**src/rtl/serial_adder_pkg.sv**
```systemverilog
// -----------------------------------------------------------------------------
// serial_adder_pkg
// Shared types and helpers for the bit-serial adder.
//   state_t       : controller states (IDLE / RUN / DONE)
//   WIDTH_DEFAULT : default operand width
//   maj3()        : 3-input majority, the carry function of a full adder
// Optional feature macro: SERIAL_ADDER_SUB_EN (see bit_add_cell / serial_adder)
// -----------------------------------------------------------------------------
package serial_adder_pkg;

   localparam int WIDTH_DEFAULT = 8;

   typedef enum logic [1:0] {
      ST_IDLE = 2'd0,
      ST_RUN  = 2'd1,
      ST_DONE = 2'd2
   } state_t;

   function automatic logic maj3(input logic x, input logic y, input logic z);
      return (x & y) | (x & z) | (y & z);
   endfunction

endpackage

```
**src/rtl/serial_adder_if.sv**
```systemverilog
// -----------------------------------------------------------------------------
// serial_adder_if
// Request/result bundle for serial_adder.
//   start : request, sampled only while the adder is idle
//   a, b  : WIDTH-bit operands, captured on the accepted start
//   sub   : subtract select (only with SERIAL_ADDER_SUB_EN defined)
//   busy  : operation in progress (RUN or DONE)
//   done  : one-cycle pulse, sum/cout final
//   sum   : WIDTH-bit result, held until the next accepted start
//   cout  : carry-out (borrow-out when subtracting)
// Modports: master drives requests, slave is the adder.
// Optional feature macro: SERIAL_ADDER_SUB_EN
// -----------------------------------------------------------------------------
interface serial_adder_if #(
   parameter int WIDTH = 8
);
   logic             start;
   logic [WIDTH-1:0] a;
   logic [WIDTH-1:0] b;
`ifdef SERIAL_ADDER_SUB_EN
   logic             sub;
`endif
   logic             busy;
   logic             done;
   logic [WIDTH-1:0] sum;
   logic             cout;

`ifdef SERIAL_ADDER_SUB_EN
   modport master (output start, a, b, sub, input  busy, done, sum, cout);
   modport slave  (input  start, a, b, sub, output busy, done, sum, cout);
`else
   modport master (output start, a, b, input  busy, done, sum, cout);
   modport slave  (input  start, a, b, output busy, done, sum, cout);
`endif

endinterface

```
**src/rtl/serial_adder_cell.sv**
```systemverilog
// -----------------------------------------------------------------------------
// bit_add_cell
// Single combinational full-adder cell used by serial_adder, one bit per clock.
//   i_x, i_y : operand bits
//   i_cin    : carry (borrow) in
//   i_sub    : 1 = full-subtractor (only with SERIAL_ADDER_SUB_EN defined)
//   o_s      : sum / difference bit
//   o_co     : carry / borrow out
// Optional feature macro: SERIAL_ADDER_SUB_EN
// -----------------------------------------------------------------------------
module bit_add_cell
   import serial_adder_pkg::*;
(
   input  logic i_x,
   input  logic i_y,
   input  logic i_cin,
`ifdef SERIAL_ADDER_SUB_EN
   input  logic i_sub,
`endif
   output logic o_s,
   output logic o_co
);

   // Sum and difference bits share the same XOR.
   assign o_s = i_x ^ i_y ^ i_cin;

`ifdef SERIAL_ADDER_SUB_EN
   // Borrow (~x&y)|(y&bin)|(~x&bin) is the majority of ~x, y, bin.
   assign o_co = maj3(i_x ^ i_sub, i_y, i_cin);
`else
   assign o_co = maj3(i_x, i_y, i_cin);
`endif

endmodule

```
**src/rtl/serial_adder.sv**
```systemverilog
// -----------------------------------------------------------------------------
// serial_adder
// Bit-serial adder: captures two WIDTH-bit operands on start, adds them
// LSB-first one bit per clock through a single cell with a registered carry,
// then pulses done with a parallel sum and carry-out.
//   clk  : system clock, rising edge
//   rst  : synchronous, active-high reset
//   bus  : serial_adder_if.slave (start, a, b, [sub], busy, done, sum, cout)
// Parameter WIDTH : operand width, 2..32.
// Optional feature macro: SERIAL_ADDER_SUB_EN (adds bus.sub, a-b mode)
//
// state   | meaning
// --------+-----------------------------------------------------------
// ST_IDLE | waiting for start; sum/cout hold the last result
// ST_RUN  | WIDTH serial steps, one operand bit pair per clock
// ST_DONE | one cycle, done=1, result final
// -----------------------------------------------------------------------------
module serial_adder
   import serial_adder_pkg::*;
#(
   parameter int WIDTH = WIDTH_DEFAULT
)
(
   input  logic          clk,
   input  logic          rst,
   serial_adder_if.slave bus
);

   localparam int CNT_W = $clog2(WIDTH);

   state_t             r_state;
   state_t             w_next_state;
   logic [WIDTH-1:0]   r_a_sh;
   logic [WIDTH-1:0]   r_b_sh;
   logic               r_carry;
   logic [CNT_W-1:0]   r_cnt;
   logic [WIDTH-1:0]   r_sum;
   logic               r_cout;
   logic               w_s;
   logic               w_co;
   logic               w_last;
`ifdef SERIAL_ADDER_SUB_EN
   logic               r_sub;
`endif

   assign w_last = (r_cnt == CNT_W'(WIDTH - 1));

   bit_add_cell u_cell (
      .i_x   (r_a_sh[0]),
      .i_y   (r_b_sh[0]),
      .i_cin (r_carry),
`ifdef SERIAL_ADDER_SUB_EN
      .i_sub (r_sub),
`endif
      .o_s   (w_s),
      .o_co  (w_co)
   );

   always_ff @(posedge clk) begin
      if (rst) begin
         r_state <= ST_IDLE;
      end else begin
         r_state <= w_next_state;
      end
   end

   always_comb begin
      w_next_state = r_state;
      case (r_state)
         ST_IDLE: if (bus.start) w_next_state = ST_RUN;
         ST_RUN:  if (w_last)    w_next_state = ST_DONE;
         ST_DONE:                w_next_state = ST_IDLE;
         default:                w_next_state = ST_IDLE;
      endcase
   end

   always_comb begin
      bus.busy = 1'b0;
      bus.done = 1'b0;
      case (r_state)
         ST_RUN:  bus.busy = 1'b1;
         ST_DONE: begin
            bus.busy = 1'b1;
            bus.done = 1'b1;
         end
         default: ;
      endcase
   end

   assign bus.sum  = r_sum;
   assign bus.cout = r_cout;

   // Datapath: operand shifters, carry, step counter and result.
   // cout is left alone on capture; it is only meaningful once done pulses.
   always_ff @(posedge clk) begin
      if (rst) begin
         r_a_sh  <= '0;
         r_b_sh  <= '0;
         r_carry <= 1'b0;
         r_cnt   <= '0;
         r_sum   <= '0;
         r_cout  <= 1'b0;
`ifdef SERIAL_ADDER_SUB_EN
         r_sub   <= 1'b0;
`endif
      end else begin
         case (r_state)
            ST_IDLE: begin
               if (bus.start) begin
                  r_a_sh  <= bus.a;
                  r_b_sh  <= bus.b;
                  r_carry <= 1'b0;
                  r_cnt   <= '0;
                  r_sum   <= '0;
`ifdef SERIAL_ADDER_SUB_EN
                  r_sub   <= bus.sub;
`endif
               end
            end
            ST_RUN: begin
               r_a_sh  <= r_a_sh >> 1;
               r_b_sh  <= r_b_sh >> 1;
               // New bit enters at the MSB; after WIDTH steps bit 0 lands at sum[0].
               r_sum   <= {w_s, r_sum[WIDTH-1:1]};
               r_carry <= w_co;
               r_cnt   <= r_cnt + 1'b1;
               if (w_last) r_cout <= w_co;
            end
            default: ;
         endcase
      end
   end

endmodule

```
**src/flat_wrapper.sv**
```systemverilog
// flat-port wrapper written by rule: the top's interface ports become plain ports
module serial_adder_flat import serial_adder_pkg::*;
#(
   parameter int WIDTH = WIDTH_DEFAULT
)
  (clk, rst, bus_start, bus_a, bus_b, bus_busy, bus_done, bus_sum, bus_cout);
  serial_adder_if #(.WIDTH(WIDTH)) bus_i ();
  input  logic clk;
  input  logic rst;
  input wire logic [$bits(bus_i.start)-1:0] bus_start;
  input wire logic [$bits(bus_i.a)-1:0] bus_a;
  input wire logic [$bits(bus_i.b)-1:0] bus_b;
  output wire logic [$bits(bus_i.busy)-1:0] bus_busy;
  output wire logic [$bits(bus_i.done)-1:0] bus_done;
  output wire logic [$bits(bus_i.sum)-1:0] bus_sum;
  output wire logic [$bits(bus_i.cout)-1:0] bus_cout;
  assign bus_i.start = bus_start;
  assign bus_i.a = bus_a;
  assign bus_i.b = bus_b;
  assign bus_busy = bus_i.busy;
  assign bus_done = bus_i.done;
  assign bus_sum = bus_i.sum;
  assign bus_cout = bus_i.cout;
  serial_adder #(.WIDTH(WIDTH)) u_core (.clk(clk), .rst(rst), .bus(bus_i));
endmodule
```
**config.mk**
```make
export PLATFORM = sky130hd
export DESIGN_NAME = serial_adder_flat
export DESIGN_NICKNAME = d
export VERILOG_FILES = /design/src/rtl/serial_adder_pkg.sv /design/src/rtl/serial_adder_if.sv /design/src/rtl/serial_adder_cell.sv /design/src/rtl/serial_adder.sv /design/src/flat_wrapper.sv
export SDC_FILE = /design/constraint.sdc
export NUM_CORES = 1
export LEC_CHECK = 0
export ABC_AREA = 0
export CORE_ASPECT_RATIO = 0.9
export CORE_MARGIN = 3
export CORE_UTILIZATION = 40
export CTS_BUF_LIST = sky130_fd_sc_hd__clkbuf_16
export CTS_CLUSTER_SIZE = 40
export DETAILED_ROUTE_END_ITERATION = 16
export MAX_ROUTING_LAYER = met4
export PLACE_DENSITY = 0.65
export SYNTH_ARGS = -nofsm -noshare
export SYNTH_HDL_FRONTEND = slang
export SYNTH_HIERARCHICAL = 1
export SYNTH_SLANG_ARGS = --single-unit
```
**constraint.sdc**
```tcl
create_clock -name clk -period 3.95 [get_ports clk]
set_input_delay 0.395 -clock clk [delete_from_list [all_inputs] [get_ports clk]]
set_output_delay 0.395 -clock clk [all_outputs]
set_load 0.05 [all_outputs]
```
# --- After elaboration in Yosys (flattened, before gate mapping) ---
# Cells that the tools add are included.
# W data, S select, Z words.
classes:
  magnitude_cmp: 0
  eq_ne: 5
  n_bitwise: 7
  div_mod_pow: 0
  n_addsub: 1
  n_shift: 0
  n_mux: 15
  mul: 0
  reduce_logical: 6
ops:
  columns: ["op", "n"]
  rows:
  - ["$pmux W8 S2", 3]
  - ["$mux W8", 3]
  - ["$pmux W3 S2", 1]
  - ["$reduce_and A2 Y1", 3]
  - ["$mux W2", 2]
  - ["$pmux W2 S2", 1]
  - ["$add A3 B1 Y3 const B", 1]
  - ["$and A1 B1 Y1", 3]
  - ["$eq A3 B3 Y1 const B", 1]
  - ["$mux W1", 3]
  - ["$mux W3", 1]
  - ["$eq A2 B1 Y1 const B", 1]
  - ["$eq A2 B2 Y1 const B", 1]
  - ["$logic_not A2 Y1", 1]
  - ["$ne A2 B1 Y1 const B", 1]
  - ["$ne A2 B2 Y1 const B", 1]
  - ["$or A1 B1 Y1", 2]
  - ["$pmux W1 S2", 1]
  - ["$reduce_bool A2 Y1", 1]
  - ["$reduce_or A2 Y1", 1]
  - ["$xor A1 B1 Y1", 2]
word_totals:
  ramBits: 0
  inputBits: 19
  regBits: 31
  romBits: 0
  latch_bits: 0
  output_inout_bits: 11
  memories: 0

# --- Depth between registers and ports, before layout ---
# Gate-level depths: netlist (run 1).
logic_depth:
  depth_word: 4
  mapped_depth: 7
  mapped_depth_nobuf: 5

# --- By module ---
# Netlist (run 1), hierarchy kept.
by_module_without_submodules:
  columns: ["module", "area_each_um2", "instances", "cells_each", "seq_area_each_um2"]
  rows:
  - ["serial_adder", 1401.3, 1, 137, 620.6]
  - ["bit_add_cell", 20.0, 1, 1, 0.0]

# --- Worst setup path before layout (run 1) ---
# OpenSTA, ideal clock, no wires.
synth_path:
  path_kind: "register -> register"
  startpoint: "reg u_core.r_state[1]"
  endpoint: "reg u_core.r_a_sh[6]"
  path_slack_ns: 2.520
  t_arrival_ns: 1.285
  path_buffers: 2
  path_stages_with_launch: 8
  setup_time_ns: 0.145
  required_time_ns: 3.805
  synth_period_minus_slack_ns: 1.430
  path_cell_list: "dfxtp_1 -> inv_1 -> ha_1 -> buf_4 -> mux2_2 -> buf_4 -> nor2_1 -> a211oi_2"
synth_via:
  elab_chain_len: 3
  elab_cells_between_ends: 6
  cone_classes: "eq/ne (2); mux (1); reduce/logical (3)"
synth_lines:
  columns: ["item", "line", "rtl"]
  rows:
  - ["from (decl)", "serial_adder.sv:31", "state_t r_state;"]
  - ["from (signal assigned)", "serial_adder.sv:63", "r_state <= w_next_state;"]
  - ["$eq A2 B1 Y1 or $logic_not A2 Y1 (tied branches)", "serial_adder.sv:107", "case (r_state)"]
  - ["$reduce_bool A2 Y1 (no source line) or $ne A2 B2 Y1 (tied branches)", null, null]
  - ["$reduce_and A2 Y1 (no source line)", null, null]
  - ["to (signal assigned)", "serial_adder.sv:110", "r_a_sh <= bus.a;"]
  - ["to (signal assigned)", "serial_adder.sv:121", "r_a_sh <= r_a_sh >> 1;"]
  - ["to (decl)", "serial_adder.sv:33", "logic [WIDTH-1:0] r_a_sh;"]
# Parallel ways exist; a longest one is shown, timed or not.
# A chain may end at the register's enable or synchronous reset.

# --- Worst setup path after layout (run 1) ---
# Ends and elaborated chain as after synthesis.

==> results of run 1 <==
logic make-up after synthesis:
logic type	Yosys count	synth area share
and+or+nand+nor	38	0.1153
adders and majority gates	6	0.05810
muxes	16	0.1162
AOI/OAI and AO/OA	32	0.2174
buffers and inverters	15	0.05634
DFF	31	0.4366
worst max-delay path, stage by stage, from the launching register on:
cell and delay, ps:
sky130_fd_sc_hd__dfxtp_1 320, sky130_fd_sc_hd__inv_1 90, sky130_fd_sc_hd__ha_1 470, sky130_fd_sc_hd__buf_4 390
sky130_fd_sc_hd__mux2_2 670, sky130_fd_sc_hd__nor2_1 110, sky130_fd_sc_hd__a211oi_2 220
layout by cell type (no fill, tap or decap), drive strengths merged, types with 2 or more instances in the layout:
master         instances
a21oi                  6
a32oi                 11
dfxtp                 31
nor2                  25
clkbuf                 5
ha                     5
a211oi                15
buf                    2
clkdlybuf4s50         29
nand3b                 3
mux2i                 15
nand2                  5
nand2b                 2
inv                    5
sequential cells by signal, summed over array words and instances, names as in the netlist:
| register | count |
|---|---|
| u_core/r_state | 2 |
| u_core/bus.sum | 8 |
| u_core/r_b_sh | 8 |
| u_core/bus.cout | 1 |
| u_core/r_cnt | 3 |
| u_core/r_carry | 1 |
| u_core/r_a_sh | 8 |
how the worst min path moves through the flow:
stage | startpoint | to | slack (ps) | cells past startpoint
2_1_floorplan | u_core/r_a_sh[7]$_SDFFE_PP0P_ | u_core/r_a_sh[7]$_SDFFE_PP0P_ | 430 | 2
3_3_place_gp | u_core/bus.cout$_SDFFE_PP0P_ | u_core/bus.cout$_SDFFE_PP0P_ | 450 | 2
3_5_place_dp | u_core/bus.cout$_SDFFE_PP0P_ | u_core/bus.cout$_SDFFE_PP0P_ | 450 | 2
4_1_cts | u_core/bus.cout$_SDFFE_PP0P_ | u_core/bus.cout$_SDFFE_PP0P_ | 460 | 2
5_1_grt | u_core/r_a_sh[7]$_SDFFE_PP0P_ | u_core/r_a_sh[7]$_SDFFE_PP0P_ | 480 | 2
6_report | u_core/r_a_sh[7]$_SDFFE_PP0P_ | u_core/r_a_sh[7]$_SDFFE_PP0P_ | 450 | 2
cell type report:
class	count	area [um2]	share of cell area
Tap cell	42	52.55	0.02844
Sequential cell	31	620.6	0.3358
Clock buffer	5	125.1	0.06770
Multi-Input combinational cell	92	720.7	0.3900
Inverter	3	11.26	0.006093
Timing Repair Buffer	31	305.3	0.1652
Clock inverter	3	12.51	0.006770
where the power goes:
| group | total (uW) | leakage, uW | switching (uW) | internal [uW] |
|---|---|---|---|---|
| Sequential | 347 | 0.000254 | 11.8 | 335 |
| Combinational | 140 | 0.000348 | 78.2 | 61.4 |
| Clock | 348 | 0.0000762 | 122 | 227 |
stage by stage:
stage / power (uW) / std cells
6_report: 834.4 / 207
3_5_place_dp: 492.2 / 199
2_1_floorplan: 459.9 / 138
3_3_place_gp: 487.2 / 199
5_1_grt: 875.6 / 207
4_1_cts: 844.1 / 207
layer usage:
layer,vias up,share of wire,global-route usage
met2,27,0.45,0.2133
met5,-,0,-
met1,507,0.49,0.1865
li1,545,-,-
met3,2,0.057,0.06115
met4,0,0.0063,0.05109
==> impl_metrics.ini, run 1 <==
[route]
route.detailed.wl_per_inst_um = 13.91
postRouteWirelength_mm = 2.880
number_of_antenna_violating_nets_in_the_routed_design = 0
avgViaCountPerCell = 5.222
drtIter0Drc = 48
detailroute.via_count = 1081
remaining_drc_errors = 0
drtPass1Iterations = 4

[power_and_ir_drop]
power_density_nw_per_um2 = 451.5
peakVddDrop_v = 0.0002699
leakage_uw = 0.0006778

[logic_synthesis]
netlist-cell-type-count = 23
synth.cell_area_um2 = 1421
syn-num-nets = 163
ys_seq_area_frac = 0.4366
synth_ff_type = sky130_fd_sc_hd__dfxtp_1
synth_common_cells = 31 x sky130_fd_sc_hd__dfxtp_1, 25 x sky130_fd_sc_hd__nor2_1, 14 x sky130_fd_sc_hd__a211oi_2, 14 x sky130_fd_sc_hd__mux2i_1, 11 x sky130_fd_sc_hd__a32oi_1
synth_area_per_cell_um2 = 10.30
post-synth-top-area-fraction = 0.4366
async_reset_ff_frac = 0
yosys_warnings = 6
synth_area_leader = sky130_fd_sc_hd__dfxtp_1
synthMostInstantiatedCell = sky130_fd_sc_hd__dfxtp_1
synth_edf_count = 0
ys_seq_elements = 31
netlist_top_cells_area = sky130_fd_sc_hd__dfxtp_1 44%, sky130_fd_sc_hd__a211oi_2 12%, sky130_fd_sc_hd__mux2i_1 9.9%, sky130_fd_sc_hd__a32oi_1 6.8%, sky130_fd_sc_hd__nor2_1 6.6%
post_synth_inst_count = 138

[worst_hold_path]
min_path_type = flop to flop

[sta]
finalMaxSlewViolations = 0
grt_setup_unrepaired = false
hold_viol = 0
tcrit_tclk_final = 0.5939
max-slew-margin-rel = 0.4737
final.setup_skew_ps = 2.847
tightestPinTransition_ps = 774.1
setup_tns_ps = 0
final_period_minus_worst_setup_slack_ps = 2346
final_worst_setup_slack_ps = 1604
maxClockFrequency_mhz = 426.3
final-setup-viol-count = 0
holdWs_ps = 453.0

[clock_tree]
num_cts_buffers = 5
clock_tree_root_driver_cell = sky130_fd_sc_hd__clkbuf_16
h_tree_level_count = 2
clkLatencyLatePin_ps = 270
cts.clk_slew.worst_paths_ps = 50
postCtsResizedCells = 0
postCtsSetupRepairBufs = 0
maximum_count_of_clock_buffers_along_a_single_path = 2
tritoncts = built
cts_hold_buf = 0
clock_sink_count = 31

[floorplan]
die_area_um2 = 4306
die_w_um = 68.84
boundary_pins = 30
chipHeight_um = 62.55
initial_core_util = 0.4396
rows = 19
fp.coreArea_um2 = 3233

[setup_path]
arrival_ps = 2530
reg2reg_from = u_core/r_state[1]$_SDFFE_PP0P_
cp-startpoint = u_core/r_state[1]$_SDFFE_PP0P_
regToRegSetupSlack_ps = 1600
worstSetupStartpointType = flop
worst_setup_path_endpoint = u_core/r_a_sh[6]$_SDFFE_PP0P_
worst-r2r-cell-count = 6
critPathMaxFanout = 30
timing.setup.critical_path_class = flop to flop
r2r_end = u_core/r_a_sh[6]$_SDFFE_PP0P_
required_ps = 4140
worstSetupEndpointType = flop

[place]
detailedPlacementHpwl_mm = 1.846
finalWeightedCongestion = 0.7678
portBuffers = 29
pre_cts_slack_ps = 1647
placed_area_um2 = 1710

[global_route]
largest_net_degree_at_the_start_of_global_routing = 32
first_global_vias = 1049
wire_length_of_the_first_global_routing_pass_mm = 4.740
globalRoute.totalOverflow = 0
grt_usage = 0.1485
antenna_found_initial = 0

[final_layout]
final_net_count = 189
layout_cell_share_with_drive_strength_beyond_1 = 0.1455
number_of_antenna_repair_diodes = 0
syn_to_final_growth_pct = 30.02
design_area_um2 = 1848
fill_cells = 302
final_core_util = 0.5716

[run]
maxCapViolCount = 0

[status]
status = completed
(Power assumes the default switching activity.)
==> run 2, diff against run 1 <==
--- a/config.mk
+++ b/config.mk
@@ -13,7 +13,7 @@
 export CTS_CLUSTER_SIZE = 40
 export DETAILED_ROUTE_END_ITERATION = 16
 export MAX_ROUTING_LAYER = met4
-export PLACE_DENSITY = 0.65
+export PLACE_DENSITY = 0.68
 export SYNTH_ARGS = -nofsm -noshare
 export SYNTH_HDL_FRONTEND = slang
 export SYNTH_HIERARCHICAL = 1
==> constraint.sdc (replaced) <==
create_clock -name clk -period 2.1 [get_ports clk]
set_input_delay 0.21 -clock clk [delete_from_list [all_inputs] [get_ports clk]]
set_output_delay 0.21 -clock clk [all_outputs]
set_load 0.05 [all_outputs]
==> run 2 against run 1 <==
Effect of this change: non-clock buffer count increased by 1; first-iteration DRC count up 23%; clock power is 86% higher; power grew 87%; critical path type is now flop to primary output; highest routed layer unchanged.
==> impl_metrics.ini, run 2 (synthesis gave the netlist of run 1 again) <==
[global_route]
groute.layer.met1.usage = 0.1672
globalRoute.totalOverflow = 0
grt_usage = 0.1451
grtUsageMet3 = 0.04856
largest_net_degree_at_the_start_of_global_routing = 34
wire_length_of_the_first_global_routing_pass_mm = 4.664
gr-usage-met2 = 0.2312
antenna_found_initial = 0
grt-busiest-layer = met2
first_global_vias = 1079

[clock_tree]
num_cts_buffers = 5
cts.clk_slew.worst_paths_ps = 50
tritoncts = built
postCtsResizedCells = 0
clock_tree_root_driver_cell = sky130_fd_sc_hd__clkbuf_16
h_tree_level_count = 2
maximum_count_of_clock_buffers_along_a_single_path = 2
postCtsSetupRepairBufs = 0
clkLatencyLatePin_ps = 270
clock_sink_count = 31
cts_hold_buf = 0

[setup_path]
arrival_ps = 1750
critPathMaxFanout = 3
required_ps = 1890
slowest_stage_cell_cp = sky130_fd_sc_hd__clkdlybuf4s50_1
ordered_cell_list_for_the_critical_path = inv_1 -> ha_1 -> clkdlybuf4s50_1
worstSetupStartpointType = flop
max_stage_delay_ps = 790
worstSetupEndpointType = primary output
timing.setup.critical_path_class = flop to primary output

[sta]
max-slew-margin-rel = 0.5733
tcrit_tclk_final = 0.9318
final-setup-viol-count = 0
hold_viol = 0
setup_tns_ps = 0
finalMaxSlewViolations = 0
final_worst_setup_slack_ps = 143.3
tightestPinTransition_ps = 640.0
maxClockFrequency_mhz = 511.1
final.setup_skew_ps = 2.734
grt_setup_unrepaired = false
final_period_minus_worst_setup_slack_ps = 1957

[power_and_ir_drop]
power_density_nw_per_um2 = 843.7
peakVddDrop_v = 0.0004928
leakage_uw = 0.0006735

[route]
route.detailed.wl_per_inst_um = 13.44
number_of_antenna_violating_nets_in_the_routed_design = 0
avgViaCountPerCell = 5.367
drtPass1Iterations = 4
drtIter0Drc = 59
postRouteWirelength_mm = 2.783
detailroute.via_count = 1111
remaining_drc_errors = 0

[final_layout]
fill_cells = 313
layout.cells.most_common_list = 31 x sky130_fd_sc_hd__dfxtp_1, 29 x sky130_fd_sc_hd__clkdlybuf4s50_1, 25 x sky130_fd_sc_hd__nor2_1
syn_to_final_growth_pct = 30.28
final_common_cell = sky130_fd_sc_hd__dfxtp_1
final_core_util = 0.5728
number_of_antenna_repair_diodes = 0
final_net_count = 190
layout_cell_share_with_drive_strength_beyond_1 = 0.1515

[worst_hold_path]
min_path_type = flop to flop

[floorplan]
boundary_pins = 30
die_w_um = 68.84
fp.coreArea_um2 = 3233
die_area_um2 = 4306
rows = 19
initial_core_util = 0.4396
chipHeight_um = 62.55

[status]
status = completed

[place]
finalWeightedCongestion = 0.6438
detailedPlacementHpwl_mm = 1.786
pre_cts_slack_ps = 305.4
portBuffers = 29

[run]
maxCapViolCount = 0
[run 2: critical path, delay by kind of cell, from the launching register on]
family	cells	cell delay [ps]
buffers and inverters	2	860
adders and majority gates	1	270
DFF	1	350
[run 2: path summary, 6_finish.rpt]
| kind | start | to | slack (ps) | depth (start not counted) |
|---|---|---|---|---|
| worst max-delay path | u_core/r_state[0]$_SDFFE_PP0P_ | bus_busy | 140 | 3 |
| worst max register to register | u_core/r_state[0]$_SDFFE_PP0P_ | u_core/r_a_sh[2]$_SDFFE_PP0P_ | 320 | 5 |
| worst min register to register | u_core/r_a_sh[7]$_SDFFE_PP0P_ | u_core/r_a_sh[7]$_SDFFE_PP0P_ | 450 | 2 |
| worst min-delay path | u_core/r_a_sh[7]$_SDFFE_PP0P_ | u_core/r_a_sh[7]$_SDFFE_PP0P_ | 450 | 2 |
[run 2: area by class of cell]
cell class	instances	area, um2	area share
Multi-Input combinational cell	92	720.7	0.3892
Sequential cell	31	620.6	0.3351
Timing Repair Buffer	32	312.8	0.1689
Clock buffer	5	125.1	0.06757
Tap cell	42	52.55	0.02838
Inverter	3	11.26	0.006081
Clock inverter	2	8.758	0.004730
[run 2: metrics by stage]
step                      std cells  total power, uW  hold WS, ps  area, um2
after floorplan                 138            865.1        289.3       1421
after global placement          200            919.5        440.1       1718
after detailed placement        200            928.4        450.4       1718
after CTS                       207             1580        456.8       1852
after global routing            207             1640        493.4       1852
final                           207             1562        452.0       1852
[run 2: power by group]
group	total, uW	switching (uW)	internal, uW
sequential	652	22.3	630
clock	646	223	423
combinational	264	146	118
total	1560	391	1170
[run 2: routing by layer]
metal / share of wire / wire length [um]
met5: 0 / 0
met2: 0.50 / 1379
met3: 0.057 / 158
met4: 0.0090 / 25
met1: 0.44 / 1221
